[config.mk]
export PLATFORM = sky130hd
export DESIGN_NAME = alu_issue
export DESIGN_NICKNAME = d
export VERILOG_FILES = /design/src/rtl/alu_issue_pkg.sv /design/src/rtl/alu_issue_skid.sv /design/src/rtl/alu_issue.sv
export SDC_FILE = /design/constraint.sdc
export NUM_CORES = 1
export LEC_CHECK = 0
export ABC_CLOCK_PERIOD_IN_PS = 6010
export BUFFER_PORTS_ARGS = -buffer_cell sky130_fd_sc_hd__clkbuf_2
export CORE_MARGIN = 2
export CORE_UTILIZATION = 25
export DETAILED_ROUTE_END_ITERATION = 6
export GPL_ROUTABILITY_DRIVEN = 0
export SLEW_MARGIN = 15
export SYNTH_ARGS = -nofsm -noshare
export SYNTH_HDL_FRONTEND = slang
export SYNTH_SLANG_ARGS = --single-unit
[constraint.sdc]
create_clock -name clk -period 6.01 [get_ports clk]
set_input_delay 0.3005 -clock clk [delete_from_list [all_inputs] [get_ports clk]]
set_output_delay 0.3005 -clock clk [all_outputs]
set_load 0.005 [all_outputs]
[src/rtl/alu_issue_pkg.sv]
// Shared ISA constants for the issue stage, ALU and decoder: opcodes, ALU ops,
// the bubble encoding and the carry-consumer set.
package alu_issue_pkg;

  typedef enum logic [2:0] {
    OP_ALU  = 3'b000,
    OP_ADDI = 3'b001,
    OP_ILL  = 3'b010,
    OP_LUI  = 3'b011,
    OP_SW   = 3'b100,
    OP_LW   = 3'b101,
    OP_BR   = 3'b110,
    OP_JALR = 3'b111
  } op_e;

  localparam logic [3:0] ALU_ADD  = 4'b0000;
  localparam logic [3:0] ALU_ADDC = 4'b0010;
  localparam logic [3:0] ALU_SUBC = 4'b0100;
  localparam logic [3:0] ALU_RSBC = 4'b1110;
  localparam logic [3:0] ALU_CMPC = 4'b1111;

  localparam op_e BUBBLE_OP = OP_BR;

  typedef struct packed {
    op_e         op;
    logic [3:0]  alu_op;
    logic [15:0] s_1;
    logic [15:0] s_2;
    logic        valid;
    logic [2:0]  dest;
    logic        wr_en;
    logic        is_load;
  } issue_t;

  localparam issue_t BUBBLE = '{
    op: BUBBLE_OP, alu_op: ALU_ADD, s_1: '0, s_2: '0,
    valid: 1'b0, dest: '0, wr_en: 1'b0, is_load: 1'b0
  };

  function automatic logic is_carry_consumer(input logic [3:0] a);
    return (a == ALU_ADDC) || (a == ALU_SUBC) || (a == ALU_RSBC) || (a == ALU_CMPC);
  endfunction

  function automatic logic [15:0] sext7(input logic [6:0] imm);
    return {{9{imm[6]}}, imm};
  endfunction

endpackage

[src/rtl/alu_issue_skid.sv]
// Two-entry skid FIFO holding instruction word and pc ahead of issue.
module issue_skid #(
  parameter int unsigned DEPTH = 2
) (
  input  logic        clk,
  input  logic        rst,
  input  logic        push,
  input  logic        pop,
  input  logic [15:0] push_instr,
  input  logic [15:0] push_pc,
  output logic [15:0] head_instr,
  output logic [15:0] head_pc,
  output logic [1:0]  count
);

  logic [15:0] mem_instr [DEPTH];
  logic [15:0] mem_pc    [DEPTH];
  logic        wr_ptr;
  logic        rd_ptr;

  always_ff @(posedge clk) begin
    if (rst) begin
      wr_ptr <= 1'b0;
      rd_ptr <= 1'b0;
      count  <= '0;
    end else begin
      if (push) begin
        mem_instr[wr_ptr] <= push_instr;
        mem_pc[wr_ptr]    <= push_pc;
        wr_ptr            <= ~wr_ptr;
      end
      if (pop) rd_ptr <= ~rd_ptr;
      count <= count + {1'b0, push} - {1'b0, pop};
    end
  end

  assign head_instr = mem_instr[rd_ptr];
  assign head_pc    = mem_pc[rd_ptr];

endmodule

[src/rtl/alu_issue.sv]
// Issue stage: buffers instructions, reads/forwards operands, resolves
// load-use hazards and presents registered operands to the ALU.
module alu_issue
  import alu_issue_pkg::*;
#(
  parameter int unsigned DEPTH = 2
) (
  input  logic        clk,
  input  logic        rst,
  input  logic        in_valid,
  output logic        in_ready,
  input  logic [15:0] instr,
  input  logic [15:0] pc,
  input  logic        stall,
  output logic [2:0]  rf_ra,
  output logic [2:0]  rf_rb,
  input  logic [15:0] rf_da,
  input  logic [15:0] rf_db,
  input  logic [15:0] alu_result,
  output logic [2:0]  op,
  output logic [3:0]  alu_op,
  output logic [15:0] s_1,
  output logic [15:0] s_2,
  output logic        out_valid,
  output logic [2:0]  dest,
  output logic        wr_en,
  output logic        is_load,
  output logic [1:0]  err
);

  logic [1:0]  count;
  logic [15:0] head_instr, head_pc;
  logic        push, pop, issue, load_use, fwd_ok, use_a, use_b;
  logic [15:0] opnd_a, opnd_b;
  op_e         h_op;
  logic [2:0]  h_ra, h_rb, h_rc;
  issue_t      out_q, nxt;
  logic [1:0]  err_q;

  assign in_ready = (count < 2'(DEPTH));
  assign push     = in_valid && in_ready;
  assign pop      = issue;

  issue_skid #(.DEPTH(DEPTH)) u_skid (
    .clk        (clk),
    .rst        (rst),
    .push       (push),
    .pop        (pop),
    .push_instr (instr),
    .push_pc    (pc),
    .head_instr (head_instr),
    .head_pc    (head_pc),
    .count      (count)
  );

  assign h_op = op_e'(head_instr[15:13]);
  assign h_ra = head_instr[12:10];
  assign h_rb = head_instr[9:7];
  assign h_rc = head_instr[2:0];

  // Port a carries the first source: rA for branches, rB otherwise.
  assign rf_ra = (h_op == OP_BR) ? h_ra : h_rb;
  assign rf_rb = (h_op == OP_BR) ? h_rb : h_rc;
  assign use_a = (h_op != OP_ILL) && (h_op != OP_LUI);
  assign use_b = (h_op == OP_ALU) || (h_op == OP_BR);

  assign fwd_ok = out_q.valid && out_q.wr_en && !out_q.is_load && (out_q.dest != '0);
  assign opnd_a = (rf_ra == '0) ? '0 : (fwd_ok && out_q.dest == rf_ra) ? alu_result : rf_da;
  assign opnd_b = (rf_rb == '0) ? '0 : (fwd_ok && out_q.dest == rf_rb) ? alu_result : rf_db;

  // The lw on the outputs is replaced by a bubble next edge, so the block
  // lasts exactly one edge without separate hazard state.
  assign load_use = out_q.valid && out_q.is_load && (out_q.dest != '0) &&
                    ((use_a && rf_ra == out_q.dest) || (use_b && rf_rb == out_q.dest));
  assign issue    = !rst && !stall && (count != '0) && !load_use;

  always_comb begin
    nxt       = BUBBLE;
    nxt.valid = 1'b1;
    nxt.op    = h_op;
    unique case (h_op)
      OP_ALU: begin
        nxt.s_1 = opnd_a;  nxt.s_2 = opnd_b;  nxt.alu_op = head_instr[6:3];
        nxt.dest = h_ra;   nxt.wr_en = 1'b1;
      end
      OP_ADDI: begin
        nxt.s_1 = opnd_a;  nxt.s_2 = sext7(head_instr[6:0]);
        nxt.dest = h_ra;   nxt.wr_en = 1'b1;
      end
      OP_ILL:  nxt.op = BUBBLE_OP;
      OP_LUI: begin
        nxt.s_1 = {head_instr[9:0], 6'b0};
        nxt.dest = h_ra;   nxt.wr_en = 1'b1;
      end
      OP_SW: begin
        nxt.s_1 = opnd_a;  nxt.s_2 = sext7(head_instr[6:0]);
      end
      OP_LW: begin
        nxt.s_1 = opnd_a;  nxt.s_2 = sext7(head_instr[6:0]);
        nxt.dest = h_ra;   nxt.wr_en = 1'b1;  nxt.is_load = 1'b1;
      end
      OP_BR: begin
        nxt.s_1 = opnd_a;  nxt.s_2 = opnd_b;
      end
      OP_JALR: begin
        nxt.s_1 = head_pc + 16'd1;  nxt.s_2 = opnd_a;
        nxt.dest = h_ra;   nxt.wr_en = 1'b1;
      end
    endcase
  end

  always_ff @(posedge clk) begin
    if (rst) begin
      out_q <= BUBBLE;
      err_q <= '0;
    end else if (!stall) begin
      if (issue) begin
        out_q    <= nxt;
        err_q[0] <= err_q[0] | ((h_op == OP_ALU) && is_carry_consumer(head_instr[6:3]) && !out_q.valid);
        err_q[1] <= err_q[1] | (h_op == OP_ILL);
      end else begin
        out_q <= BUBBLE;
      end
    end
  end

  assign op        = out_q.op;
  assign alu_op    = out_q.alu_op;
  assign s_1       = out_q.s_1;
  assign s_2       = out_q.s_2;
  assign out_valid = out_q.valid;
  assign dest      = out_q.dest;
  assign wr_en     = out_q.wr_en;
  assign is_load   = out_q.is_load;
  assign err       = err_q;

endmodule

==> results.toml <==
[floorplanning]
floorplan.initialDensity_pct = 25.3
die_h_um = 158
rows = 56
die_x_um = 158
core_um2 = 23300
die-area_um2 = 24900
io_pins = 138

[sta]
fin_crit_sh_pct = 68.1
relSlewSlack_pct = 20.4
hold_ws_ns = 0.0713
fmax_mhz = 244
rsz0062_at_grt = "false"
finalWorstSetupSlack_ns = 1.92
worst_pin_slew_ns = 1.19
setup_tns_ns = 0
setup_viol = 0
period_needed_ns = 4.09
maxSlewViolCount = 0
hold_violations = 0
clock_skew_ns = 0.00999

[synthesis]
async_flop_share_pct = 0
synthCells = 524
synth_most_common_cell = "edfxtp_1"
synth_top_cell_by_area = "edfxtp_1"
ys_seq_area_share_pct = 50.2
synth-main-ff-cell = "edfxtp_1"
ys_types = 68
synth_fp_nets = 611
synth_edf_count = 64
syn_area_um2 = 5910
yosys-top-cells-count = "edfxtp_1, dfxtp_1, mux2i_1, nand2_1, o21ai_0"
avgSynthCellArea_um2 = 11.3
yosys_warnings = 0
synth_area_leaders = "edfxtp_1, dfxtp_1, mux2i_1, o21ai_0, nand2_1"
synth-seq-cells = 116
synth_top_cell_area_share_pct = 32.5

[clock_tree]
cts_setup_buffers = 0
cts_made_buffers = 17
clkTransAtPathRegs_ns = 0.05
ctsRootBufferMaster = "clkbuf_16"
cts_tree = "built"
hold_buffers = 0
ctsResizeCount = 0
clk_latency_ns = 0.42
clockBufferDepth = 2
clock-sinks = 116
htree_levels = 4

[route]
drtPass1Iterations = 5
vias_per_cell = 4.70
drt_iter0_drc = 325
drc = 0
wl_per_cell_um = 18.1
ant_nets = 0
finalWirelength_um = 17900
vias = 4646

[critical_path]
startpoint_type = "flop"
critPathArrivalTime_ns = 4.38
criticalPathCategory = "reg2reg"
path_max_fanout = 35
critPathSlowestCell = "dfxtp_2"
crit_path_end_kind = "flop"
required_ns = 6.30
slowest_delay_ns = 0.97
cp_cell_sequence = "nand4b_1 -> and4_1 -> a2111oi_4 -> a211oi_4 -> a31oi_2 -> ha_1 -> inv_1 -> ha_1 -> xnor2_1 -> xnor2_1 -> nor2_1"

[placed_design]
hpwlAfterDp_um = 13300
port_buffers = 137
dp_slack_ns = 1.93

[global_route]
first_global_vias = 4529
grt_usage_pct = 14.3
grt_max_degree = 44
grt_pass1_wl_um = 26400
antenna_found_initial = 2
overflow = 0

[flow_run]
maxCapViolations = 0

[final_layout]
syn2layout_area_growth_pct = 25.6
fin_nets = 743
n_fill_cell = 2376
drive_gt1_share_pct = 31.1

[status]
outcome = "finished clean"

[min_path]
min-delay-path-class = "in2reg"

[power]
power_leakage_nw = 3.00
vdd_drop_max_v = 0.000158
powerDensity_nw_per_um2 = 355
## logic make-up after synthesis
group           after synthesis  share of synthesized area [%]
xor+xnor                     18                           2.67
simple gates                138                           12.4
mux                          70                           12.8
buf+inv                      36                           3.47
compound gates              143                           17.8
flops                       116                           50.2
fa+ha+maj                     3                          0.636
## critical path, delay by kind of cell, from the launching register on
kind | cells | cell delay [ns]
AND/OR/NAND/NOR | 3 | 1.13
AO/OA/AOI/OAI | 3 | 1.04
flip-flops | 1 | 0.97
adder cells (fa/ha/maj) | 2 | 0.49
XOR/XNOR | 2 | 0.26
buffers and inverters | 1 | 0.05
## state kept, by name, summed over array words and instances (netlist names), 2 cells and up, named ones only
register          flops
u_skid.mem_instr     32
u_skid.mem_pc        32
s_1                  16
s_2                  16
alu_op                4
dest                  3
op                    3
err                   2
u_skid.count          2
## area by class of cell
type | instances | area (um2) | area share, %
diodes | 2 | 5.00 | 0.0675
clock buffers | 19 | 433 | 5.84
clock inverters | 12 | 115 | 1.55
inverters | 7 | 26.3 | 0.354
multi-input cells | 372 | 2750 | 37.1
flip-flops and latches | 116 | 2960 | 40.0
well taps | 319 | 399 | 5.38
repair buffers | 142 | 723 | 9.75
## cells in the final DEF, fill, tap and decap left out, types with 3 or more instances in the layout
| cell type | synthesis | layout |
|---|---|---|
| clkbuf_16 | 0 | 17 |
| a31oi_1 | 4 | 4 |
| o21ai_0 | 41 | 41 |
| dfxtp_1 | 52 | 51 |
| or3_1 | 3 | 3 |
| o22ai_1 | 9 | 9 |
| mux2_4 | 3 | 3 |
| clkbuf_2 | 0 | 137 |
| o21ai_1 | 10 | 10 |
| and4_1 | 3 | 3 |
| nor4_1 | 3 | 3 |
| inv_1 | 7 | 7 |
| a2bb2oi_1 | 17 | 17 |
| nor2_1 | 23 | 23 |
| a21o_1 | 3 | 3 |
| ha_1 | 3 | 3 |
| a21oi_1 | 10 | 10 |
| mux2_2 | 10 | 10 |
| edfxtp_1 | 64 | 64 |
| a211oi_1 | 6 | 6 |
| buf_4 | 0 | 5 |
| mux2i_1 | 51 | 51 |
| clkinv_1 | 0 | 3 |
| nand3_1 | 13 | 13 |
| and4b_1 | 3 | 3 |
| xnor2_1 | 10 | 10 |
| xor2_1 | 8 | 8 |
| clkinv_2 | 0 | 4 |
| nand2_1 | 51 | 51 |
| nand4_1 | 6 | 6 |
| nor3_1 | 5 | 5 |
| nand2b_1 | 5 | 5 |
| mux2i_2 | 4 | 4 |
| o221ai_1 | 7 | 7 |
| a22o_1 | 15 | 15 |
| o211ai_1 | 5 | 5 |
## per-layer routing
metal / part of all wire, % / track usage (%)
met5: 0 / 0
met4: 2.7 / 6.36
met3: 8.8 / 5.34
met2: 46 / 22.0
met1: 43 / 17.8
## final timing paths
path | start | endpoint | slack [ns] | cells after the start
worst min register to register | wr_en$_SDFFE_PP0N_ | wr_en$_SDFFE_PP0N_ | 0.45 | 2
worst max register to register | flop | u_skid.count[1]$_SDFF_PP0_ | 1.92 | 11
worst max-delay path | flop | u_skid.count[1]$_SDFF_PP0_ | 1.92 | 11
worst min-delay path | pc[6] | u_skid.mem_pc[0][6]$_DFFE_PP_ | 0.07 | 1
## where the power goes
part | internal, mW | total (mW) | switching [mW]
Clock | 0.598 | 0.944 | 0.345
Sequential | 0.923 | 1.00 | 0.0785
Combinational | 0.299 | 0.688 | 0.389
## through the flow
| step | utilization (%) | cell area, um2 | power [mW] | std cells |
|---|---|---|---|---|
| floorplan | - | 5910 | 1.49 | 524 |
| global placement | 29.4 | 6860 | 1.70 | 956 |
| detailed placement | 29.4 | 6860 | 1.70 | 956 |
| CTS | 31.8 | 7410 | 2.65 | 987 |
| global route | 31.8 | 7410 | 2.75 | 988 |
| finish | 31.8 | 7420 | 2.63 | 989 |
(Power assumes the default switching activity.)
